## src/rtl/fetch_unit.sv

```systemverilog
// -----------------------------------------------------------------------------
// fetch_unit
//
// Instruction fetch stage in front of the single-cycle datapath. Owns the PC,
// runs the memory read handshake, buffers one fetched instruction and hands it
// to the datapath with a valid/ready handshake. Accepts PC redirects, drops
// fetches made stale by a redirect, and flags memory that never answers.
//
// Ports:
//   clk          clock
//   reset_n      asynchronous active-low reset
//   readM        memory read request (high for the whole request)
//   address      memory read address, stable while readM=1
//   data         memory read data, valid when inputReady=1
//   inputReady   memory data-valid strobe, sampled on posedge clk
//   inst         buffered instruction
//   inst_pc      address the buffered instruction came from
//   inst_valid   buffer holds an instruction
//   inst_ready   datapath consumes inst this cycle
//   redirect     load redirect_pc into the PC and flush the buffer
//   redirect_pc  redirect target
//   fetch_err    sticky memory-timeout error (cleared only by redirect/reset)
//   num_fetch    count of instructions consumed by the datapath
// -----------------------------------------------------------------------------
module fetch_unit #(
  parameter int                   WORD_SIZE = 16,
  parameter logic [WORD_SIZE-1:0] RESET_PC  = '0,
  parameter int                   TIMEOUT   = 15
) (
  input  logic                 clk,
  input  logic                 reset_n,
  output logic                 readM,
  output logic [WORD_SIZE-1:0] address,
  input  logic [WORD_SIZE-1:0] data,
  input  logic                 inputReady,
  output logic [WORD_SIZE-1:0] inst,
  output logic [WORD_SIZE-1:0] inst_pc,
  output logic                 inst_valid,
  input  logic                 inst_ready,
  input  logic                 redirect,
  input  logic [WORD_SIZE-1:0] redirect_pc,
  output logic                 fetch_err,
  output logic [WORD_SIZE-1:0] num_fetch
);

  localparam logic [7:0] TIMEOUT_CNT = 8'(TIMEOUT);

  typedef enum logic [1:0] {
    IDLE,
    REQ,
    NEXT,
    ERR
  } state_t;

  state_t               state, state_d;
  logic [WORD_SIZE-1:0] pc, pc_d;
  logic [WORD_SIZE-1:0] address_d;
  logic [WORD_SIZE-1:0] inst_d, inst_pc_d;
  logic                 inst_valid_d;
  logic                 fetch_err_d;
  logic [WORD_SIZE-1:0] num_fetch_d;
  logic [7:0]           wait_cnt, wait_cnt_d;
  logic                 discard, discard_d;
  logic                 buf_free;
  logic                 consume;

  // A request is outstanding exactly while in REQ; deriving readM from the
  // state makes an asynchronous reset drop it immediately.
  assign readM = (state == REQ);

  always_comb begin
    // NOTE: every variable gets its hold value first so no path leaves it
    // unassigned, which would otherwise infer a latch.
    state_d      = state;
    pc_d         = pc;
    address_d    = address;
    inst_d       = inst;
    inst_pc_d    = inst_pc;
    inst_valid_d = inst_valid;
    fetch_err_d  = fetch_err;
    num_fetch_d  = num_fetch;
    wait_cnt_d   = wait_cnt;
    discard_d    = discard;

    buf_free = !inst_valid || inst_ready;
    // A redirect flushes the buffer, so a coincident consume is not counted.
    consume  = inst_valid && inst_ready && !redirect;

    if (consume) begin
      num_fetch_d  = num_fetch + WORD_SIZE'(1);
      inst_valid_d = 1'b0;
    end

    unique case (state)
      IDLE: begin
        state_d    = REQ;
        address_d  = redirect ? redirect_pc : pc;
        wait_cnt_d = '0;
      end

      REQ: begin
        if (inputReady) begin
          state_d = NEXT;
          if (discard || redirect) begin
            // Stale data: the PC was redirected after this read was issued.
            discard_d = 1'b0;
          end else begin
            inst_d       = data;
            inst_pc_d    = address;
            inst_valid_d = 1'b1;
            pc_d         = address + WORD_SIZE'(1);
          end
        end else begin
          wait_cnt_d = wait_cnt + 8'd1;
          // The read in flight cannot be withdrawn; remember to drop its data.
          if (redirect) discard_d = 1'b1;
          if (wait_cnt_d == TIMEOUT_CNT) begin
            // The abandoned read will never be consumed, so nothing to discard.
            state_d     = ERR;
            fetch_err_d = 1'b1;
            discard_d   = 1'b0;
          end
        end
      end

      NEXT: begin
        if (redirect || buf_free) begin
          state_d    = REQ;
          address_d  = redirect ? redirect_pc : pc;
          wait_cnt_d = '0;
        end
      end

      ERR: begin
        if (redirect) begin
          state_d     = REQ;
          address_d   = redirect_pc;
          wait_cnt_d  = '0;
          fetch_err_d = 1'b0;
        end
      end

      default: state_d = IDLE;
    endcase

    // Redirect overrides any PC update and empties the buffer.
    if (redirect) begin
      pc_d         = redirect_pc;
      inst_valid_d = 1'b0;
    end
  end

  // NOTE: sequential state uses non-blocking assignments so every register
  // samples the pre-edge values, independent of statement order.
  always_ff @(posedge clk or negedge reset_n) begin
    if (!reset_n) begin
      state      <= IDLE;
      pc         <= RESET_PC;
      address    <= RESET_PC;
      inst       <= '0;
      inst_pc    <= '0;
      inst_valid <= 1'b0;
      fetch_err  <= 1'b0;
      num_fetch  <= '0;
      wait_cnt   <= '0;
      discard    <= 1'b0;
    end else begin
      state      <= state_d;
      pc         <= pc_d;
      address    <= address_d;
      inst       <= inst_d;
      inst_pc    <= inst_pc_d;
      inst_valid <= inst_valid_d;
      fetch_err  <= fetch_err_d;
      num_fetch  <= num_fetch_d;
      wait_cnt   <= wait_cnt_d;
      discard    <= discard_d;
    end
  end

endmodule
```

## config.mk

```make
export PLATFORM = sky130hd
export DESIGN_NAME = fetch_unit
export DESIGN_NICKNAME = d
export VERILOG_FILES = /design/src/rtl/fetch_unit.sv
export SDC_FILE = /design/constraint.sdc
export NUM_CORES = 1
export LEC_CHECK = 0
export ABC_AREA = 1
export CAP_MARGIN = 20
export CORE_ASPECT_RATIO = 0.9
export CORE_UTILIZATION = 40
export DETAILED_ROUTE_END_ITERATION = 16
export PLACE_DENSITY = 0.73
export SYNTH_ARGS = -nofsm -noshare
export SYNTH_HDL_FRONTEND = slang
export SYNTH_SLANG_ARGS = --single-unit
```

## constraint.sdc

```tcl
create_clock -name clk -period 1.9 [get_ports clk]
set_input_delay 0.19 -clock clk [delete_from_list [all_inputs] [get_ports clk]]
set_output_delay 0.19 -clock clk [all_outputs]
set_load 0.05 [all_outputs]
```

* After elaboration in Yosys (flattened, before gate mapping)
Index checks and enable logic that the tools add are counted.
Storage, ports and cells: flip-flop bits (word level) 93, input port bits 37, output and inout port bits 67
Cells by class: $add $sub $neg 3, eq/ne operators 11, mux-type cells 30, bitwise logic cells 1, reductions and logical operators 20
Operator list (count):
- $mux W16 | 7
- $pmux W16 S3 | 1
- $add A16 B1 Y16 const B | 2
- $pmux W8 S4 | 1
- $mux W8 | 3
- $reduce_and A3 Y1 | 6
- $mux W1 | 12
- $add A8 B1 Y8 const B | 1
- $eq A8 B4 Y1 const B | 1
- $mux W2 | 4
- $ne A2 B2 Y1 const B | 4
- $pmux W2 S4 | 1
- $reduce_bool A2 Y1 | 3
- $reduce_bool A3 Y1 | 2
- $eq A2 B2 Y1 const B | 2
- $ne A2 B1 Y1 const B | 2
- $reduce_and A4 Y1 | 1
- $logic_or A1 B1 Y1 | 3
- $ne A3 B1 Y1 const B | 1
- $eq A2 B1 Y1 const B | 1
- $logic_and A1 B1 Y1 | 2
- $logic_not A1 Y1 | 2
- $logic_not A2 Y1 | 1
- $pmux W1 S2 | 1
- $not A1 Y1 | 1

* Longest topological paths before layout
Gate-level depths: netlist (run 1).
depth after elaboration 7, mapped depth 11, mapped depth without buffers 11

* Least setup slack after synthesis (run 1)
OpenSTA, ideal clock, no wires.
kind register to register, start register address[0], end register pc[12], library setup time 0.065 ns, data arrival time 1.770 ns, required time 1.835 ns, setup slack 0.065 ns, stages on the path, launching flop included 9, buffers on the path 0, cells stage by stage dfrtp_1 ha_1 nand2_1 nor3_2 nand4_1 nor2_1 xor2_1 nand2_1 nand2_1
On the way: word-level cells in the longest chain between the ends 5
RTL lines:
- start: declaration | line 33 | output logic [WORD_SIZE-1:0] address,
- start signal: assignment | line 170 | address <= address_d;
- $add A16 B1 Y16 | line 111 | pc_d = address + WORD_SIZE'(1);
- $mux W16 | line 104 | if (discard || redirect) begin
- $mux W16 | line 102 | if (inputReady) begin
- $mux W16 | line 94 | unique case (state)
- $mux W16 | line 147 | if (redirect) begin
- end signal: assignment | line 169 | pc <= pc_d;
- end: declaration | line 56 | logic [WORD_SIZE-1:0] pc, pc_d;
No other way between the ends. The select of a mux whose other input is x is not followed. A chain may end at the register's enable or synchronous reset.

* Final worst setup path (run 1)
start register address[15], end output port address[15]
No word-level cell between the ends.

==> results of run 1 <==
==> stage by stage <==
| stage | setup WS, ns | instances | utilization, % |
|---|---|---|---|
| 6_report | 0.03411 | 780 | 55.75 |
| 5_1_grt | 0.006786 | 780 | 55.75 |
| 4_1_cts | 0.03261 | 779 | 55.62 |
| 3_5_place_dp | 0.07521 | 762 | 52.90 |
| 3_3_place_gp | 0.1317 | 762 | 52.90 |
| 2_1_floorplan | 0.06493 | 513 | - |
==> Yosys cell counts (all sizes together) <==
| cell | instances | area share (%) |
|---|---|---|
| nand4 | 5 | 0.69 |
| xnor2 | 7 | 1.5 |
| mux2 | 1 | 0.25 |
| o211ai | 8 | 1.3 |
| o221ai | 8 | 1.6 |
| xor2 | 17 | 3.3 |
| o22ai | 2 | 0.28 |
| nor2 | 35 | 4.3 |
| nand2 | 172 | 15 |
| inv | 52 | 4.5 |
| a31oi | 4 | 0.56 |
| nand3 | 22 | 3.1 |
| buf | 13 | 2.2 |
| ha | 4 | 1.1 |
| nor4 | 1 | 0.14 |
| dfrtp | 93 | 52 |
| o21bai | 4 | 1.2 |
| clkbuf | 4 | 0.33 |
| o21ai | 51 | 5.9 |
| o31ai | 2 | 0.33 |
| a21oi | 4 | 0.44 |
| nor3 | 4 | 0.56 |
==> power groups by stage <==
| stage | sequential, W | combinational [W] | clock (W) |
|---|---|---|---|
| 5_1_grt | 0.00328 | 0.00531 | 0.00185 |
| 4_1_cts | 0.00320 | 0.00499 | 0.00178 |
| 3_3_place_gp | 0.00319 | 0.00488 | 0 |
| 3_5_place_dp | 0.00322 | 0.00496 | 0 |
| 6_report | 0.00321 | 0.00496 | 0.00172 |
| 2_1_floorplan | 0.00494 | 0.00143 | 0 |
==> path summary, 6_finish.rpt <==
| path | cells after the start | slack (ns) | endpoint | startpoint |
|---|---|---|---|---|
| setup / recovery | 1 | 0.03 | address[15] | address[15]$_DFFE_PN0P_ |
| max in group asynchronous | 3 | 0.94 | inst[13]$_DFFE_PN0P_ | reset_n |
| hold / removal | 3 | 0.38 | inst[11]$_DFFE_PN0P_ | data[11] |
| setup reg to reg | 7 | 0.12 | pc[10]$_DFFE_PN0P_ | address[0]$_DFFE_PN0P_ |
| min in group asynchronous | 2 | 0.41 | discard$_DFFE_PN0P_ | reset_n |
| hold reg to reg | 2 | 0.48 | inst[6]$_DFFE_PN0P_ | inst[6]$_DFFE_PN0P_ |
==> layout by cell type (no fill, tap or decap), types with 8 or more instances in the layout <==
master and n:
clkdlybuf4s50_1 100, nor2_1 24, clkbuf_16 9, o21ai_0 49, buf_4 9, o211ai_1 8
xor2_1 17, nand3_1 19, nand2_1 167, inv_1 48, o221ai_1 8, dfrtp_1 93
==> metal layers <==
metal	vias up	routed length, um
met1	1846	4959
met3	15	673
li1	1865	-
met5	-	0
met2	107	5303
met4	0	129
==> registers in the layout, indices dropped and copies added, names as in the netlist, 2 cells and up <==
signal / flops
state: 2
inst: 16
num_fetch: 16
address: 16
inst_pc: 16
pc: 16
wait_cnt: 8
==> timing repair <==
action                                  in CTS  in global routing
resized for setup                            0                  1
endpoints found under the setup margin       0                  2
setup buffers                                0                  1
hold buffers                                 1                  0
hold endpoints to repair                    38                  0
==> layout make-up <==
class | instances | share of cell area [%]
inverter | 52 | 3.335
timing repair buffer | 116 | 19.72
clock inverter | 4 | 0.4941
sequential | 93 | 38.30
clock buffer | 12 | 4.221
tap | 152 | 3.129
multi-input combinational | 351 | 30.80
==> logic make-up (layout without fill, tap and decap cells) <==
| logic type | Yosys count | count (layout) | synth area share [%] |
|---|---|---|---|
| flip-flops | 93 | 93 | 51.62 |
| AND/OR/NAND/NOR | 239 | 239 | 23.62 |
| adder cells (fa/ha/maj) | 4 | 4 | 1.110 |
| multiplexers | 1 | 1 | 0.2498 |
| buffers and inverters | 69 | 184 | 6.994 |
| AO/OA/AOI/OAI | 83 | 83 | 11.57 |
| XOR/XNOR | 24 | 24 | 4.829 |
==> metrics.md, run 1 <==
| Metric | Value |
|---|---|
| Least-Margin Pin Slew | 0.5712 ns |
| HP Class | in2reg |
| Final setup vio count | 0 |
| Num Clock Sinks | 93 |
| Die width | roughly 110 um |
| Area delta synth->final | 34.80% |
| IO Pins | around 100 |
| WL final | 11070 um |
| Total negative slack | 0 ns |
| Critical Path End Type | output pin |
| First-pass GRT wire length | between 15000 and 20000 um |
| Slowest CP cell | clkdlybuf4s50_1 |
| Fmax | between 500 and 600 MHz |
| Crit-path cells | clkdlybuf4s50_1 |
| Met1 usage | around a quarter |
| Comb power frac | about 50% |
| Post-DP Area | 5767 um2 |
| RSZ-0062 raised after global routing | false |
| Leakage power figure | between 2 and 3 nW |
| Nets@finish | 664 |
| Final hold viol count | 0 |
| Register area share after synthesis | 51.62% |
| Vias in the first global route | 3846 |
| Worst Path Arrival | 1.68 ns |
| # fillers | 990 |
| Detailed placer's ending HPWL | 7948 um |
| Yosys warns | 0 |
| GR Layer Usage met2 | between 30% and 40% |
| CTS tree | yes |
| Routed WL per cell | around 14 um |
| # DRC | 0 |
| VDD IR max | approximately 1.3 mV |
| GRT Overall Usage | about 20% |
| Power Density | 1627 nW/um2 |
| Die H | between 100 and 150 um |
| Post-synthesis register bit count | between 90 and 100 |
| Clk_skew | ~0.0054 ns |
| Distinct cells, synth | 38 |
| TritonCTS Buffers | 9 |
| Syn avg cell area | 8.788 um2 |
| P_sw | 0.004660 W |
| Starting DRT DRC Count | 246 |
| Antenna Nets Post-Route | 0 |
| Post-route minimum period | between 1.5 and 2 ns |
| Routed via count | 3833 |
| Clock slew at reported path FFs | 0.06 ns |
| Outcome | finished, final reports clean |
| Worst rel slew slack | between 60 and 70% |
| CTS Buffer Depth | 2 |
| Slew Viols, Final | 0 |
| Worst-path maximum fanout | 4 |
| Post-Synthesis Cell Area | 4508 um2 |
| Post-synth net total | 554 |
| Cells after synthesis | between 500 and 600 |
| Layout cells sized above 1 | 9.395% |
| Net Sw Frac | a little under half |
| Most crowded layer after global routing | met2 |
| Worst hold slack | around 0.38 ns |
| H-tree depth | 3 |
| M3 GR Usage | under 10% |
| CP peak stage delay | around 0.86 ns |
| Total core area | roughly 11000 um2 |
| Int Pwr | roughly 0.0052 W |
| Initial Util | between 40% and 50% |
| Vias/cell | approximately 5 |
| Final period util | a little over nine tenths |
| IO buf count | roughly 100 |
| Initial antenna violation count | 0 |
| Routability congestion estimate | 0.8336 |
| Largest net degree at the start of global routing | between 50 and 60 |
| Seq pwr share | between 30 and 40% |
| Area of the die | about 12000 um2 |
| Cell family with most CP delay | buffers and inverters |
| Multi-input gate area | roughly 1900 um2 |
| Clock latency on the worst-skew pair | 0.34 ns |
| Max cap viols | 0 |
| Design area | approximately 6100 um2 |
| Site row count | 36 |
| Antenna Diode Count | 0 |
| Register area | between 2000 and 2500 um2 |
| Startpoint Class | register |
| Pre-Repair DR Iteration Count | 4 |
| Total congestion overflow | 0 |
| Clock Root Buffer | clkbuf_16 |
| WP buf/inv | 1 |
| Crit Path Class | reg2out |
| Power, Total | approximately 0.0099 W |
| WP data required | approximately 1.7 ns |
| Clock share of power | approximately 17% |
Note: power is estimated with default switching activity, not from simulation.
==> inputs of run 2 (changes only) <==
Settings changed: CELL_PAD_IN_SITES_DETAIL_PLACEMENT set to 1, CELL_PAD_IN_SITES_GLOBAL_PLACEMENT set to 1, CORE_UTILIZATION 40 to 37, PLACE_DENSITY 0.73 to 0.86.
==> metrics.md, run 2 (same netlist as run 1, synthesis figures left out) <==
| Metric | Value |
|---|---|
| Power, Total | 0.01006 W (+1.8%) |
| # fillers | 1362 (+38%) |
| Routed via count | 3972 (+3.6%) |
| Site row count | 37 (+2.8%) |
| Area delta synth->final | 35.25% |
| Die width | 118.4 um (+3.9%) |
| Pre-Repair DR Iteration Count | 4 (unchanged) |
| WHS Path Cells | 3 (unchanged) |
| IO buf count | 103 (unchanged) |
| Total congestion overflow | 0 (unchanged) |
| Worst rel slew slack | 58.45% (-3.5 points) |
| Critical Path End Type | output pin |
| Clk_skew | 0.01042 ns (+0.004992 ns) |
| Worst-path maximum fanout | 3 (-1) |
| Final setup vio count | 0 (unchanged) |
| Final hold viol count | 0 (unchanged) |
| First-pass GRT wire length | 22200 um (+20%) |
| Worst hold slack | 0.3590 ns (-0.02241 ns) |
| WP buf/inv | 2 (+1) |
| Post-Layout Cell Count | 791 (+1.4%) |
| Starting DRT DRC Count | 235 (-4.5%) |
| PnR worst setup slack | 0.02278 ns (-0.01133 ns) |
| Beginning of the worst hold path | data[9] |
| Leakage power figure | 2.842 nW (+1.2%) |
| Clock latency on the worst-skew pair | 0.35 ns (about the same) |
| GR Layer Usage met2 | 39.71% (+6.0 points) |
| Largest net degree at the start of global routing | 46 (-22%) |
| Worst Hold End | inst[9]$_DFFE_PN0P_ |
| Crit-path cells | buf_4, clkdlybuf4s50_1 |
| Worst Path Arrival | 1.69 ns (about the same) |
| Total core area | 11670 um2 (+7.0%) |
| # DRC | 0 (unchanged) |
| Startpoint Class | register |
| Slew Viols, Final | 0 (unchanged) |
| WP data required | 1.71 ns (about the same) |
| IO Pins | 104 (unchanged) |
| Commonest cells after routing, fill and taps aside | nand2_1 (166), clkdlybuf4s50_1 (99), dfrtp_1 (92) |
| CP peak stage delay | 0.80 ns (-0.06 ns) |
| Die H | 106.7 um (+3.9%) |
| Post-DP Area | 5774 um2 (+0.13%) |
| Reg-to-Reg End | pc[10]$_DFFE_PN0P_ |
| Most common cell after layout, fill and taps aside | nand2_1 |
| Max cap viols | 0 (unchanged) |
| Clock slew at reported path FFs | 0.07 ns (about the same) |
| GRT Overall Usage | 22.44% (+2.2 points) |
| Initial antenna violation count | 0 (unchanged) |
| Area of the die | 12630 um2 (+7.9%) |
| Power Density | 1650 nW/um2 (+1.4%) |
| Final period util | 98.80% (+0.60 points) |
| Outcome | finished, final reports clean |
| Pre-CTS WS | 0.02314 ns (-0.05207 ns) |
| H-tree depth | 3 (unchanged) |
| Worst R2R Path Depth | 7 (unchanged) |
| Detailed placer's ending HPWL | 9414 um (+18%) |
| Cell family with most CP delay | buffers and inverters |
| Layout cells sized above 1 | 11.02% (+1.6 points) |
| M3 GR Usage | 4.787% (-1.3 points) |
| Initial Util | 38.64% (-2.7 points) |
| Most crowded layer after global routing | met2 |
| CTS tree | yes |
| Nets@finish | 671 (+1.1%) |
| Fmax | 532.7 MHz (-0.60%) |
| Least-Margin Pin Slew | 0.6232 ns (+0.05205 ns) |
| Critical R2R Launch | address[1]$_DFFE_PN0P_ |
| Crit Path Class | reg2out |
| Clock Root Buffer | clkbuf_16 |
| Vias in the first global route | 4330 (+13%) |
| Routability congestion estimate | 0.7834 (-6.0%) |
| HP Class | in2reg |
| Num Clock Sinks | 93 (unchanged) |
| R2r setup slk | 0.13 ns (about the same) |
| CTS Buffer Depth | 2 (unchanged) |
| VDD IR max | 1.026 mV (-22%) |
| Design area | 6097 um2 (+0.33%) |
| Vias/cell | 5.021 (+2.2%) |
| Post-route minimum period | 1.877 ns (+0.01133 ns) |
| Slowest CP cell | clkdlybuf4s50_1 |
| Routed WL per cell | 16.78 um (+18%) |
| TritonCTS Buffers | 9 (unchanged) |
| Cell Count Post-Placement | 771 (+1.2%) |
| WL final | 13270 um (+20%) |
| Antenna Nets Post-Route | 0 (unchanged) |
| Antenna Diode Count | 0 (unchanged) |
| Met1 usage | 27.47% (+1.4 points) |
[run 2: final cells by class]
cell class                      count  area (um2)  share of cell area [%]
Inverter                           52       202.7                   3.324
Sequential cell                    93        2328                   38.19
Tap cell                          156       195.2                   3.201
Multi-Input combinational cell    351        1879                   30.82
Timing Repair Buffer              123        1216                   19.95
Clock inverter                      6       46.29                  0.7593
Clock buffer                       10       229.0                   3.755
[run 2: how the worst max path moves through the flow]
stage	from	slack [ns]	cells past startpoint	to
6_report	address[1]$_DFFE_PN0P_	0.02	2	address[1]
5_1_grt	address[1]$_DFFE_PN0P_	-0.01	2	address[1]
4_1_cts	address[0]$_DFFE_PN0P_	0.02	8	pc[14]$_DFFE_PN0P_
3_5_place_dp	redirect	0.02	10	num_fetch[15]$_DFFE_PN0P_
3_3_place_gp	redirect	0.1	10	num_fetch[15]$_DFFE_PN0P_
2_1_floorplan	address[0]$_DFFE_PN0P_	0.06	8	pc[12]$_DFFE_PN0P_
[run 2: metal layers]
layer  up-vias  wire length (um)
met5         -                 0
met4         0               152
met3        11               519
met2        85              6798
met1      1995              5800
li1       1881                 -
[run 2: metrics by stage]
stage | TNS [ns] | utilization (%)
after floorplan | 0 | -
final | 0 | 52.26
after global routing | -0.03339 | 52.26
after global placement | 0 | 49.50
after CTS | 0 | 51.94
after detailed placement | 0 | 49.50
[run 2: worst register-to-register path, cell delays in order (launching register included)]
cell      delay [ns]
dfrtp_1         0.40
ha_2            0.24
nand2_2         0.10
nor3_4          0.25
nand4_1         0.20
buf_4           0.19
xor2_1          0.21
o21bai_4        0.07
[run 2: power breakdown]
group / switching (W) / leakage (nW) / total, W / internal (W)
logic: 0.00345 / 1.53 / 0.00512 / 0.00166
registers: 0.000566 / 1.18 / 0.00321 / 0.00264
clock network: 0.000835 / 0.135 / 0.00174 / 0.000903
[run 2: what timing repair did]
item,4_1_cts,5_1_grt
hold buffers,1,0
endpoints found under the hold margin,42,0
setup endpoints to repair,0,3
resized for setup,0,5
setup buffers,0,3
